[config.mk]
export PLATFORM = sky130hd
export DESIGN_NAME = rf_write_scheduler
export DESIGN_NICKNAME = d
export VERILOG_FILES = /design/src/rtl/rf_write_scheduler.sv
export SDC_FILE = /design/constraint.sdc
export NUM_CORES = 1
export LEC_CHECK = 0
export ABC_AREA = 1
export BUFFER_PORTS_ARGS = -buffer_cell sky130_fd_sc_hd__buf_2
export CORE_UTILIZATION = 25
export CTS_CLUSTER_DIAMETER = 120
export DETAILED_ROUTE_END_ITERATION = 8
export GPL_TIMING_DRIVEN = 0
export PLACE_DENSITY = 0.39
export SYNTH_ARGS = -nofsm -noshare
export SYNTH_HDL_FRONTEND = slang
export SYNTH_SLANG_ARGS = --single-unit
[constraint.sdc]
create_clock -name clock -period 5.78 [get_ports clock]
set_input_delay 0.289 -clock clock [delete_from_list [all_inputs] [get_ports clock]]
set_output_delay 0.289 -clock clock [all_outputs]
set_load 0.02 [all_outputs]
[src/rtl/rf_write_scheduler.sv]
// Arbitrates the register file's single write port between the ALU (A, unbuffered)
// and the load return path (B, queued), preserving same-register write order.
module rf_write_scheduler #(
  parameter int unsigned FIFO_DEPTH   = 4,
  parameter int unsigned STARVE_LIMIT = 3
) (
  input  logic                          clock,
  input  logic                          reset,
  input  logic                          a_valid,
  input  logic [4:0]                    a_addr,
  input  logic [31:0]                   a_data,
  output logic                          a_ready,
  input  logic                          b_valid,
  input  logic [4:0]                    b_addr,
  input  logic [31:0]                   b_data,
  output logic                          b_ready,
  output logic [4:0]                    writeto,
  output logic [31:0]                   writedat,
  output logic                          writeenable,
  output logic [31:0]                   pending,
  output logic [$clog2(FIFO_DEPTH):0]   fifo_count
);

  localparam int unsigned PW = $clog2(FIFO_DEPTH);
  localparam int unsigned CW = PW + 1;
  localparam int unsigned SW = 4;

  logic [4:0]          fifo_addr [FIFO_DEPTH];
  logic [31:0]         fifo_data [FIFO_DEPTH];
  logic [PW-1:0]       head;
  logic [PW-1:0]       tail;
  logic [CW-1:0]       count;
  logic [SW-1:0]       starve;

  logic                fifo_empty;
  logic                a_match;
  logic                a_hit;
  logic                grant_a;
  logic                grant_b;
  logic                push;
  logic [FIFO_DEPTH-1:0] live;
  logic [PW-1:0]       offs;

  // An entry is live when its distance from head is below the occupancy.
  always_comb begin
    live = '0;
    offs = '0;
    for (int i = 0; i < FIFO_DEPTH; i++) begin
      offs    = PW'(i) - head;
      live[i] = (CW'(offs) < count);
    end
  end

  // Hazard compare and pending bitmap only see entries present at cycle start.
  always_comb begin
    a_match = 1'b0;
    pending = '0;
    for (int i = 0; i < FIFO_DEPTH; i++) begin
      if (live[i] && (fifo_addr[i] == a_addr)) begin
        a_match = 1'b1;
      end
      if (live[i] && (fifo_addr[i] != 5'd0)) begin
        pending[fifo_addr[i]] = 1'b1;
      end
    end
  end

  assign fifo_empty = (count == '0);
  assign a_hit      = a_valid && (a_addr != 5'd0) && a_match;
  assign b_ready    = reset && (count < CW'(FIFO_DEPTH));
  assign push       = b_valid && b_ready;
  assign grant_b    = reset && !fifo_empty &&
                      (!a_valid || a_hit || (starve >= SW'(STARVE_LIMIT)));
  assign grant_a    = reset && a_valid && !grant_b;
  assign a_ready    = grant_a;
  assign fifo_count = count;

  // Queue pointers, occupancy and starvation tracking.
  always_ff @(posedge clock) begin
    if (!reset) begin
      head   <= '0;
      tail   <= '0;
      count  <= '0;
      starve <= '0;
    end else begin
      if (push) begin
        tail <= tail + PW'(1);
      end
      if (grant_b) begin
        head <= head + PW'(1);
      end
      count <= count + CW'(push) - CW'(grant_b);
      if (grant_b) begin
        starve <= '0;
      end else if (!fifo_empty && (starve < SW'(STARVE_LIMIT))) begin
        starve <= starve + SW'(1);
      end
    end
  end

  // Queue storage needs no reset; occupancy decides what is valid.
  always_ff @(posedge clock) begin
    if (push) begin
      fifo_addr[tail] <= b_addr;
      fifo_data[tail] <= b_data;
    end
  end

  // Write port register; register 0 is consumed but never written.
  always_ff @(posedge clock) begin
    if (!reset) begin
      writeenable <= 1'b0;
      writeto     <= '0;
      writedat    <= '0;
    end else if (grant_b) begin
      writeenable <= (fifo_addr[head] != 5'd0);
      writeto     <= fifo_addr[head];
      writedat    <= fifo_data[head];
    end else if (grant_a) begin
      writeenable <= (a_addr != 5'd0);
      writeto     <= a_addr;
      writedat    <= a_data;
    end else begin
      writeenable <= 1'b0;
    end
  end

endmodule

* Word-level counts from Yosys, hierarchy flattened
Memories as Yosys holds them, arrays and structs flattened. A register that Yosys moved wholly into a read port is not among the register bits.
Cells that the tools add are included.
** Storage, ports and cells
- Output and inout port bits :: 75
- Word-level logic and storage cells :: 104
- Bits of input ports :: 78
- Bits in writable memories :: 148
- Memories kept :: 2
- Flip-flop bits (word level) :: 49
** Cells by class
- $add $sub $neg :: 9
- Reductions and logical operators :: 35
- Bitwise logic cells :: 4
- Eq/ne operators :: 4
- Multiplexer cells :: 28
- Magnitude comparators :: 15
** Memory list
- fifo_data :: depth 4, width 32, rd ports 1, clocked after memory_dff 1, wr ports 1, RTL line 29 : logic [31:0] fifo_data [FIFO_DEPTH];
- fifo_addr :: depth 4, width 5, rd ports 5, clocked after memory_dff 1, wr ports 1, RTL line 28 : logic [4:0] fifo_addr [FIFO_DEPTH];
** Operators by type and width (count)
- 32-bit two-way mux :: 6
- 32-bit OR :: 3
- 5-bit nonzero test :: 6
- 5-bit by 6-bit < comparator with 1-bit output (second input constant) :: 4
- 1-bit logical AND :: 21
- 1-bit demux with 5-bit select :: 4
- 5-bit equality test :: 4
- 5-bit by 1-bit greater-or-equal comparator with 1-bit output (second input constant) :: 4
- 2-bit by 3-bit < comparator with 1-bit output :: 4
- 1-bit two-way mux :: 12
- 5-bit two-way mux :: 2
- 2-bit two-way mux :: 4
- 2-bit by 1-bit adder with 2-bit output (second input constant) :: 2
- 4-bit by 1-bit adder with 4-bit output (second input constant) :: 1
- 4-bit by 2-bit greater-or-equal comparator with 1-bit output (second input constant) :: 1
- 4-bit by 2-bit < comparator with 1-bit output (second input constant) :: 1
- 1-bit by 2-bit subtractor with 2-bit output (first input constant) :: 2
- 2-bit subtractor (first input constant) :: 2
- 3-bit by 1-bit adder with 3-bit output :: 1
- 1-bit logical NOT :: 3
- 3-bit logical NOT :: 1
- 3-bit < comparator (second input constant) :: 1
- 3-bit by 1-bit subtractor with 3-bit output :: 1
- 1-bit logical OR :: 2
- other kinds (3) :: 3

* Logic depth before layout (Yosys ltp)
Gate-level depths: netlist (run 1).
- Depth after elaboration :: 15
- Depth in mapped cells :: 18
- Mapped depth without buffers :: 17

* Least setup slack after synthesis (run 1)
No wires, ideal clock.
- Path kind :: input to register
- Start point :: input reset
- End point :: memory fifo_addr[0][0], enable pin
- Required time :: 5.349 ns
- Arrival :: 2.784 ns
- Buffers on the path :: 1
- Setup time :: 0.431 ns
- Stages on the path :: 5
- Slack :: 2.564 ns
- Path through :: clkbuf_1 -> inv_1 -> nor2_1 -> nand2_1 -> nor2_1
** On the way
- Word-level cells in the longest chain between the ends :: 4
** Ends and longest elaborated chain
- start, declared :: RTL line 8 : input logic reset,
- 1-bit logical AND :: RTL line 70 : assign b_ready = reset && (count < CW'(FIFO_DEPTH));
- named net b_ready :: RTL line 16 : output logic b_ready,
- 1-bit logical AND :: RTL line 71 : assign push = b_valid && b_ready;
- 1-bit two-way mux :: RTL line 103 : if (push) begin
- 1-bit two-way mux (implied by the code) :: RTL line 104 : fifo_addr[tail] <= b_addr;
- end, declared :: RTL line 28
The timed path passes the listed nets, and every way through them passes these cells.

* Worst setup path after layout (run 1)
- Start point :: register count[1] (netlist: fifo_count[1])
- End point :: register count[2] (netlist: fifo_count[2])
** On the way
- Word-level cells in the longest chain between the ends :: 11
- Elaborated cells on any way between the ends :: 24
** Ends and longest elaborated chain
- start, declared :: RTL line 32 : logic [CW-1:0] count;
- start signal, assigned :: RTL line 92 : count <= count + CW'(push) - CW'(grant_b);
- 2-bit by 3-bit < comparator with 1-bit output :: RTL line 50 : live[i] = (CW'(offs) < count);
- 1-bit logical AND :: RTL line 59 : if (live[i] && (fifo_addr[i] == a_addr)) begin
- 1-bit two-way mux (4 in a row) :: RTL line 59
- 1-bit logical AND :: RTL line 69 : assign a_hit = a_valid && (a_addr != 5'd0) && a_match;
- 1-bit logical OR (2 in a row) :: RTL line 73 : (!a_valid || a_hit || (starve >= SW'(STARVE_LIMIT)));
- 1-bit logical AND :: RTL line 72 : assign grant_b = reset && !fifo_empty &&
- 3-bit by 1-bit subtractor with 3-bit output (*) :: RTL line 92
Every way passes the cells marked *; elsewhere a longest branch is shown, timed or not.
A chain may end at the register's enable or synchronous reset.

==> reports/results.txt, run 1 <==
Fin Setup TNS -> 0 ns
Critical Path Sink Type -> register
Final WS setup -> 2.34 ns
sw frac -> 39.0%
DRT iter0 DRCs -> 513
Slew @ Worst Pin -> 0.755 ns
Seq pwr share -> 38.4%
status -> finished, final reports clean
met3 routed WL -> 1860 microns
Max VDD drop -> 0.240 mV
Initial Util -> 25.3%
Comb power frac -> 35.8%
CP Data Arrival Time -> 3.81 ns
DP Worst Slack -> 2.40 ns
Post-CTS Setup Bufs -> 0
metal2 WL -> 14800 microns
Area growth, synth to finish -> 21.4%
Cell Area, Synth -> 0.00950 sq mm
Port Buffers -> 145
Synth area leader -> edfxtp_1
Worst slew margin -> 49.3%
Final period util -> 59.5%
Fill cells -> 4090
# IOs -> 153
ranking of synthesized cells by area -> edfxtp_1, dfxtp_1, nor2_1
core area -> 0.0375 sq mm
flops & latches, synth -> 199
Post-CTS Hold Fix Bufs -> 0
Final nets -> 1298
post-route ant nets -> 0
Routability Congestion -> 0.901
DRT Pass-1 Iters -> 4
Cells after DPL -> 1700
Syn Nets -> 1130
Final Hold Viols -> 0
total CTS buffers -> 17
CTS tree -> done
ys flop type -> edfxtp_1
# DRC -> 0
area share of the leading cell type in the synthesized netlist -> 46.8%
GRT Util Overall -> 17.0%
clock-pin slew on the worst setup and hold paths -> 0.07 ns
clock latency on the worst-skew pair -> 0.44 ns
CP required -> 6.15 ns
Distinct cells, synth -> 42
final setup violation count -> 0
CP startpoint kind -> register
top routing layer in use -> met5
most common cell after layout, fill and taps aside -> nor2_1
max cap viols -> 0
crit path max fanout -> 10
RSZ-0062 raised after global routing -> false
first-pass GRT wire length -> 48600 microns
total congestion overflow -> 0
Layout Cells excl Fill -> 1735
most frequent cells in the layout -> nor2_1, nand2_1, buf_2
clk buf depth -> 2
ys async rst share -> 0%
number of flops mapped to enable cells by yosys -> 148
layout cells sized above 1 -> 18.3%
dpl hpwl -> 23200 microns
CTS H-tree depth -> 4
Lkg Pwr -> 4.63 nW
Vias/cell -> 4.64
Fmax achieved -> 291 MHz
HP Class -> input pin to register
initial antenna violation count -> 4
post-synthesis average cell area -> 9.13 sq um
row count -> 71
clock share of power -> 25.8%
Seq. cell area -> 0.00547 sq mm
post-cts resize count -> 0
worst hold margin -> 0.0621 ns
area of the die -> 0.0388 sq mm
Ys Warns -> 0
TritonCTS Sinks -> 199
die width -> 197 microns
max-slew violation count -> 0
met1 WL -> 15700 microns
Worst Skew -> 0.0163 ns
PwrDens -> 389 mW/mm^2
number of global-route vias before repair -> 7664
switching pwr -> 1.75 mW
post-layout min period -> 3.44 ns
Die H -> 197 microns
Pint -> 2.74 mW
register area share after synthesis -> 57.5%
multi-input logic area -> 0.00341 sq mm
largest net degree at the start of global routing -> 26
Synth Instances -> 1040
critical path class -> register to register
end-of-flow core utilization -> 30.8%
wire per inst -> 19.0 microns
final WL -> 32900 microns
DR vias -> 8048
Root Buffer -> clkbuf_16
## through the flow
stage	power [mW]	area, sq um
detailed placement	3.37	11000
finish	4.49	11500
global route	4.74	11500
global placement	3.37	10900
floorplan	2.77	9500
CTS	4.53	11500
## logic make-up after synthesis
| kind of cell | after synthesis | synth area share (%) |
|---|---|---|
| flip-flops | 199 | 57.5 |
| AO/OA/AOI/OAI | 241 | 14.5 |
| XOR/XNOR | 18 | 1.66 |
| buffers and inverters | 150 | 6.84 |
| adder cells (fa/ha/maj) | 12 | 1.66 |
| AND/OR/NAND/NOR | 419 | 17.8 |
| other | 1 | 0.0395 |
## critical path, stage by stage, from the launching register on
cell and delay (ns):
dfxtp_1 0.42, inv_1 0.16, ha_1 0.34, nor2_1 0.10, nand2_1 0.06, nand2_1 0.25, nor2_1 0.08, nand3_1 0.07
nand2_1 0.09, o21bai_4 0.17, a21boi_2 0.09, buf_2 0.21, ha_1 0.30, inv_1 0.04, ha_1 0.18, fa_1 0.38
xnor2_1 0.21, o21ai_0 0.09, a21oi_1 0.14
## cells in the mapped netlist, types with 6 or more instances
library cell	number
clkbuf_1	29
o21ai_0	131
edfxtp_1	148
buf_6	6
xor2_1	14
buf_2	14
ha_1	11
dfxtp_1	51
nor3_1	23
a21oi_1	29
nand3_1	32
nand2_1	168
nor2_1	178
o22ai_1	44
inv_1	85
nand4_1	6
clkbuf_2	7
o221ai_1	6
## final timing paths
check                 from                to  slack [ns]  cells after the start
max          fifo_count[1]     fifo_count[2]        2.34                     18
min             b_data[24]  fifo_data[3][24]        0.06                      1
max reg2reg  fifo_count[1]     fifo_count[2]        2.34                     18
min reg2reg      starve[2]         starve[2]        0.43                      2
## layer usage
metal | vias up | GRT usage [%]
met5 | - | 0
met4 | 4 | 5.28
met3 | 34 | 3.18
met2 | 252 | 26.5
met1 | 3853 | 23.7
li1 | 3905 | -
## layout make-up
cell class                 count  share of cell area [%]
clock buffer                  22                    3.94
sequential                   199                    47.4
antenna                        3                  0.0651
timing repair buffer         149                    6.99
inverter                      89                    2.90
multi-input combinational    691                    29.6
tap                          511                    5.54
buffer                        61                    2.73
clock inverter                10                   0.846
## state kept, by name, indices dropped and copies added, names as in the netlist, named ones only
| register | flops |
|---|---|
| starve | 4 |
| writeenable | 1 |
| fifo_addr | 20 |
| fifo_data | 128 |
| tail | 2 |
| writedat | 32 |
| fifo_count | 3 |
| head | 2 |
| writeto | 5 |
## power groups by stage
stage / Combinational [mW] / Sequential [mW] / Clock [mW]
2_1_floorplan: 0.947 / 1.82 / 0
3_3_place_gp: 1.60 / 1.76 / 0
3_5_place_dp: 1.61 / 1.76 / 0
4_1_cts: 1.62 / 1.72 / 1.19
5_1_grt: 1.77 / 1.74 / 1.24
6_report: 1.60 / 1.72 / 1.16
No activity file was read; power rests on OpenSTA's default activity.
==> inputs of run 2 (changes only) <==
ABC_AREA = 0   (was 1)
clock period = 3.5 ns   (was 5.78 ns; I/O delays follow)
==> reports/results.txt, run 2 <==
status -> finished, final reports clean
Worst slew margin -> 15.5% (-34 points)
row count -> 70 (-1.4%)
Final period util -> 94.0%
worst-path cell chain -> buf_6 -> xnor2_2 -> inv_1 -> ha_1 -> nand2b_1 -> o22ai_2 -> nor3b_1 -> nand4_1 -> nand3_1 -> buf_2
DP Worst Slack -> -0.341 ns (-2.74 ns)
CP required -> 3.32 ns (-2.83 ns)
max reg flops -> 128 (unchanged)
Comb power frac -> 31.4% (-4.4 points)
HP Class -> input pin to register
largest family of logic cells by synthesized area -> multiplexers
PwrDens -> 615 mW/mm^2 (+58%)
register area share after synthesis -> 58.8% (+1.3 points)
DRT Pass-1 Iters -> 5 (+1)
post-layout min period -> 3.29 ns
Synth Instances -> 704 (-32%)
clock-pin slew on the worst setup and hold paths -> 0.10 ns (+0.03 ns)
Slowest-stage cell, CP -> nor3b_1
area of the die -> 0.0379 sq mm (-2.1%)
Critical Path Sink Type -> primary output
Design Power -> 7.24 mW (+61%)
Synth area leader -> edfxtp_1
initial antenna violation count -> 0 (-4)
ys flop type -> edfxtp_1
largest net degree at the start of global routing -> 30 (+15%)
Routability Congestion -> 0.818 (-9.2%)
CP startpoint kind -> register
most common cell in the netlist -> edfxtp_1
Distinct cells, synth -> 52 (+24%)
clk buf depth -> 2 (unchanged)
CTS H-tree depth -> 4 (unchanged)
Cell Area, Synth -> 0.00929 sq mm (-2.2%)
ranking of synthesized cells by area -> edfxtp_1, dfxtp_1, mux4_2
clock latency on the worst-skew pair -> 0.45 ns (about the same)
total congestion overflow -> 0 (unchanged)
adder-cell share of the synthesized area -> 1.70% (+0.037 points)
Most flops, register -> fifo_data
Post-synth top cells -> edfxtp_1, dfxtp_1, a22oi_1
Area growth, synth to finish -> 26.6%
switching pwr -> 2.63 mW (+50%)
Seq pwr share -> 39.6% (+1.2 points)
most common cell after layout, fill and taps aside -> buf_2
layout cells sized above 1 -> 30.5% (+12 points)
number of flops mapped to enable cells by yosys -> 148 (unchanged)
DP Area -> 0.0107 sq mm (-2.5%)
CP Data Arrival Time -> 3.12 ns (-0.69 ns)
core area -> 0.0366 sq mm (-2.3%)
DR vias -> 6670 (-17%)
Die H -> 195 microns (-1.1%)
area share of the leading cell type in the synthesized netlist -> 47.8% (+1.0 points)
max cap viols -> 0 (unchanged)
clock share of power -> 29.0% (+3.2 points)
Pint -> 4.61 mW (+68%)
DRT iter0 DRCs -> 356 (-31%)
TritonCTS Sinks -> 199 (unchanged)
GRT Util Overall -> 15.2% (-1.8 points)
sw frac -> 36.3% (-2.7 points)
simple-gate share of the synthesized area -> 10.6% (-7.2 points)
critical path class -> register to primary output
Syn Nets -> 794 (-30%)
ys async rst share -> 0% (unchanged)
Port Buffers -> 146 (+0.69%)
fin area -> 0.0118 sq mm (+2.0%)
post-synthesis xor/xnor area fraction -> 2.36% (+0.70 points)
Antenna diodes -> 0 (-3)
final WL -> 28400 microns (-13%)
post-synthesis average cell area -> 13.2 sq um (+45%)
final setup violation count -> 0 (unchanged)
CP peak stage delay -> 1.01 ns (+0.59 ns)
max-slew violation count -> 0 (unchanged)
Vias/cell -> 4.78 (+3.2%)
Root Buffer -> clkbuf_16
Final Hold Viols -> 0 (unchanged)
CTS tree -> done
die width -> 195 microns (-1.1%)
Fmax achieved -> 304 MHz
RSZ-0062 raised after global routing -> false
Final WS setup -> 0.209 ns (-2.13 ns)
Final nets -> 1003 (-23%)
end-of-flow core utilization -> 32.1% (+1.4 points)
Initial Util -> 25.4% (+0.047 points)
# IOs -> 153 (unchanged)
dpl hpwl -> 20400 microns (-12%)
compound-gate portion of the synthesized area -> 9.92% (-4.5 points)
Ys Warns -> 0 (unchanged)
crit path max fanout -> 8 (-2)
mux contribution to synthesized area -> 13.5% (+13 points)
flops & latches, synth -> 199 (unchanged)
post-route ant nets -> 0 (unchanged)
Slew @ Worst Pin -> 1.26 ns (+0.510 ns)
biggest regs -> fifo_data: 128 flops, writedat: 32 flops, fifo_addr: 20 flops
Worst Skew -> 0.0196 ns (+0.00332 ns)
# DRC -> 0 (unchanged)
first-pass GRT wire length -> 43200 microns (-11%)
most frequent cells in the layout -> buf_2, edfxtp_1, dfxtp_1
Lkg Pwr -> 4.28 nW (-7.6%)
Max VDD drop -> 0.337 mV (+40%)
total CTS buffers -> 17 (unchanged)
wire per inst -> 20.4 microns (+7.7%)
number of global-route vias before repair -> 6902 (-9.9%)
==> run 2: cell types whose count changed in the layout (fill, tap and decap cells not counted), sizes merged, moves of 32 or more <==
| cell | change |
|---|---|
| nor2 | -160 |
| nand2 | -136 |
| o21ai | -101 |
| inv | -71 |
| o22ai | -42 |
| a22oi | +38 |
| dlygate4sd3 | +37 |
| mux4 | +37 |
| mux2 | +32 |
==> run 2: cell type report <==
| class | count | area, sq um |
|---|---|---|
| Timing Repair Buffer | 190 | 1200 |
| Tap cell | 468 | 586 |
| Clock buffer | 17 | 425 |
| Multi-Input combinational cell | 436 | 3580 |
| Sequential cell | 199 | 5470 |
| Buffer | 57 | 250 |
| Fill cell | 3770 | 24800 |
| Clock inverter | 15 | 206 |
| Inverter | 12 | 45.0 |
==> run 2: path summary, 6_finish.rpt <==
| kind | cells past startpoint | slack (ns) | startpoint | to |
|---|---|---|---|---|
| worst max register to register | 16 | 0.22 | head[0] | fifo_count[1] |
| worst max-delay path | 10 | 0.21 | head[0] | pending[30] |
| worst min register to register | 1 | 0.49 | starve[3] | starve[3] |
| worst min-delay path | 4 | 0.13 | a_data[25] | writedat[25] |
==> run 2: cells by family after synthesis <==
group	after synthesis
compound gates	143
xor+xnor	25
fa+ha+maj	12
buf+inv	69
flops	199
mux	75
other cells	1
simple gates	180
==> run 2: per-layer routing <==
| layer | track usage, % | up-vias | routed length [microns] |
|---|---|---|---|
| li1 | - | 3141 | - |
| met4 | 3.70 | 0 | 233 |
| met3 | 2.74 | 17 | 1300 |
| met1 | 20.6 | 3314 | 13300 |
| met5 | 0 | - | 0 |
| met2 | 25.0 | 198 | 13600 |
==> run 2: power groups by stage <==
| stage | Sequential (mW) | Combinational [mW] | Clock (mW) |
|---|---|---|---|
| floorplan | 3.05 | 1.30 | 0 |
| global placement | 2.93 | 2.22 | 0 |
| detailed placement | 2.92 | 2.24 | 0 |
| CTS | 2.87 | 2.29 | 2.15 |
| global route | 2.89 | 2.50 | 2.23 |
| finish | 2.86 | 2.27 | 2.10 |
==> run 2: what timing repair did <==
item | in CTS | in global routing
setup buffers | 1 | 2
hold buffers | 37 | 0
cloned | 0 | 0
gates resized for setup | 4 | 6
setup endpoints to repair | 4 | 8
hold endpoints to repair | 148 | 0
pin swaps | 1 | 1
==> run 2: through the flow <==
| step | instances | TNS (ns) | hold WS (ns) |
|---|---|---|---|
| finish | 1394 | 0 | 0.135 |
| global route | 1394 | 0 | 0.153 |
| CTS | 1392 | 0 | 0.118 |
| detailed placement | 1322 | -0.670 | 0.394 |
| global placement | 1318 | -0.683 | 0.396 |
| floorplan | 704 | 0 | 0.274 |
==> run 2: worst max-delay path: cells and delay by family, from the launching register on <==
family,cells,cell delay [ns]
fa+ha+maj,1,0.27
flops,1,0.33
buf+inv,3,0.38
simple gates,4,1.49
xor+xnor,1,0.12
compound gates,1,0.10
==> inputs of run 3 (changes only) <==
SETUP_SLACK_MARGIN = 0.4   (was unset)
==> reports/results.txt, run 3 (synthesis results as in run 2) <==
biggest regs -> fifo_data: 128 flops, writedat: 32 flops, fifo_addr: 20 flops
dpl hpwl -> 20100 microns (-1.5%)
Vias/cell -> 4.79 (+0.10%)
Final period util -> 92.5% (-1.6 points)
fin area -> 0.0118 sq mm (+0.57%)
Root Buffer -> clkbuf_16
row count -> 70 (unchanged)
status -> finished, final reports clean
DR vias -> 6696 (+0.39%)
wire per inst -> 20.3 microns (-0.77%)
max cap viols -> 0 (unchanged)
Slew @ Worst Pin -> 1.16 ns (-0.103 ns)
first-pass GRT wire length -> 42700 microns (-1.2%)
TritonCTS Sinks -> 199 (unchanged)
Initial Util -> 25.4% (unchanged)
Fmax achieved -> 309 MHz (+1.7%)
post-route ant nets -> 0 (unchanged)
most common cell after layout, fill and taps aside -> buf_2
Die H -> 195 microns (unchanged)
Layout Cells excl Fill -> 1398 (+0.29%)
initial antenna violation count -> 0 (unchanged)
Pint -> 4.78 mW (+3.6%)
met1 usage -> 19.8% (-0.76 points)
clock latency on the worst-skew pair -> 0.44 ns (about the same)
DRT iter0 DRCs -> 406 (+14%)
met2 Usage GRT -> 25.8% (+0.80 points)
Port Buffers -> 146 (unchanged)
Cells after DPL -> 1322 (unchanged)
CTS H-tree depth -> 4 (unchanged)
DP Worst Slack -> -0.256 ns (+0.0845 ns)
area of the die -> 0.0379 sq mm (unchanged)
CP Data Arrival Time -> 3.57 ns (+0.45 ns)
grt met3 use -> 2.26% (-0.49 points)
grt peak-use layer -> met2
core area -> 0.0366 sq mm (unchanged)
DP Area -> 0.0107 sq mm (+0.22%)
HP Class -> input pin to register
Worst Skew -> 0.0156 ns (-0.00400 ns)
clock share of power -> 26.6% (-2.4 points)
Final nets -> 1007 (+0.40%)
total congestion overflow -> 0 (unchanged)
Final Hold Viols -> 0 (unchanged)
Critical Path Sink Type -> register
most frequent cells in the layout -> buf_2, edfxtp_1, dfxtp_1
# DRC -> 0 (unchanged)
final setup violation count -> 0 (unchanged)
switching pwr -> 2.47 mW (-5.8%)
Lkg Pwr -> 4.29 nW (+0.26%)
total CTS buffers -> 17 (unchanged)
crit path max fanout -> 4 (-4)
Routability Congestion -> 0.858 (+4.9%)
clk buf depth -> 2 (unchanged)
CP startpoint kind -> register
largest net degree at the start of global routing -> 31 (+3.3%)
PwrDens -> 613 mW/mm^2 (-0.36%)
sw frac -> 34.1% (-2.2 points)
final WL -> 28300 microns (-0.48%)
Max VDD drop -> 0.405 mV (+20%)
Most flops, register -> fifo_data
max-slew violation count -> 0 (unchanged)
Area growth, synth to finish -> 27.3%
Final WS setup -> 0.263 ns (+0.0544 ns)
# IOs -> 153 (unchanged)
CTS tree -> done
worst hold margin -> 0.158 ns (+0.0234 ns)
Seq pwr share -> 39.5% (about the same)
clock-pin slew on the worst setup and hold paths -> 0.08 ns (-0.02 ns)
number of global-route vias before repair -> 6885 (-0.25%)
Worst slew margin -> 22.4% (+6.9 points)
Comb power frac -> 33.9% (+2.5 points)
GRT Util Overall -> 15.0% (-0.15 points)
RSZ-0062 raised after global routing -> true
max reg flops -> 128 (unchanged)
post-layout min period -> 3.24 ns (-0.0544 ns)
die width -> 195 microns (unchanged)
Antenna diodes -> 0 (unchanged)
CP required -> 3.84 ns (+0.52 ns)
DRT Pass-1 Iters -> 5 (unchanged)
critical path class -> register to register
layout cells sized above 1 -> 31.9% (+1.5 points)
## run 3: cell type report
| class | count | area, sq um |
|---|---|---|
| fillers | 3756 | 24800 |
| repair buffers | 194 | 1230 |
| inverters | 12 | 45.0 |
| clock buffers | 22 | 444 |
| flip-flops and latches | 199 | 5470 |
| multi-input cells | 436 | 3670 |
| well taps | 468 | 586 |
| clock inverters | 10 | 121 |
| plain buffers | 57 | 253 |
## run 3: path summary, 6_finish.rpt
kind / start / to / slack [ns] / depth (start not counted)
max: head[0] / fifo_count[1] / 0.26 / 16
min: a_data[10] / writedat[10] / 0.16 / 4
max reg2reg: head[0] / fifo_count[1] / 0.26 / 16
min reg2reg: starve[3] / starve[3] / 0.49 / 1
## run 3: layer usage
| metal | wire, microns | up-vias |
|---|---|---|
| li1 | - | 3146 |
| met1 | 12900 | 3354 |
| met2 | 14100 | 173 |
| met3 | 1100 | 23 |
| met4 | 299 | 0 |
| met5 | 0 | - |
## run 3: power by group through the flow
stage,Sequential [mW],Clock (mW),Combinational (mW)
floorplan,3.06,0,1.32
detailed placement,2.92,0,2.27
CTS,2.86,1.99,2.36
global placement,2.93,0,2.24
finish,2.86,1.93,2.46
global route,2.89,2.07,2.69
## run 3: stage by stage
stage	util, %	TNS [ns]	total power [mW]
detailed placement	29.3	-0.448	5.19
floorplan	-	0	4.38
finish	32.3	0	7.25
global placement	29.0	-0.324	5.17
global route	32.3	0	7.65
CTS	32.0	0	7.21
## run 3: repair_timing
item                                   4_1_cts  5_1_grt
resized for setup                            9       19
gates cloned                                 0        0
setup buffers                                4        3
endpoints found under the hold margin      148        0
setup endpoints to repair                   28       20
hold buffers                                37        0
pin swaps                                    2        9
## run 3: worst max-delay path: stages (launching register included)
cell	delay, ns
dfxtp_2	0.32
buf_6	0.12
xnor2_4	0.16
inv_2	0.07
ha_4	0.24
nand2b_4	0.07
o22ai_4	0.08
or4_4	0.55
nand4_1	0.20
buf_6	0.14
nand2_4	0.06
nor2_4	0.10
ha_1	0.24
inv_1	0.06
ha_2	0.17
fa_1	0.40
and2_1	0.16
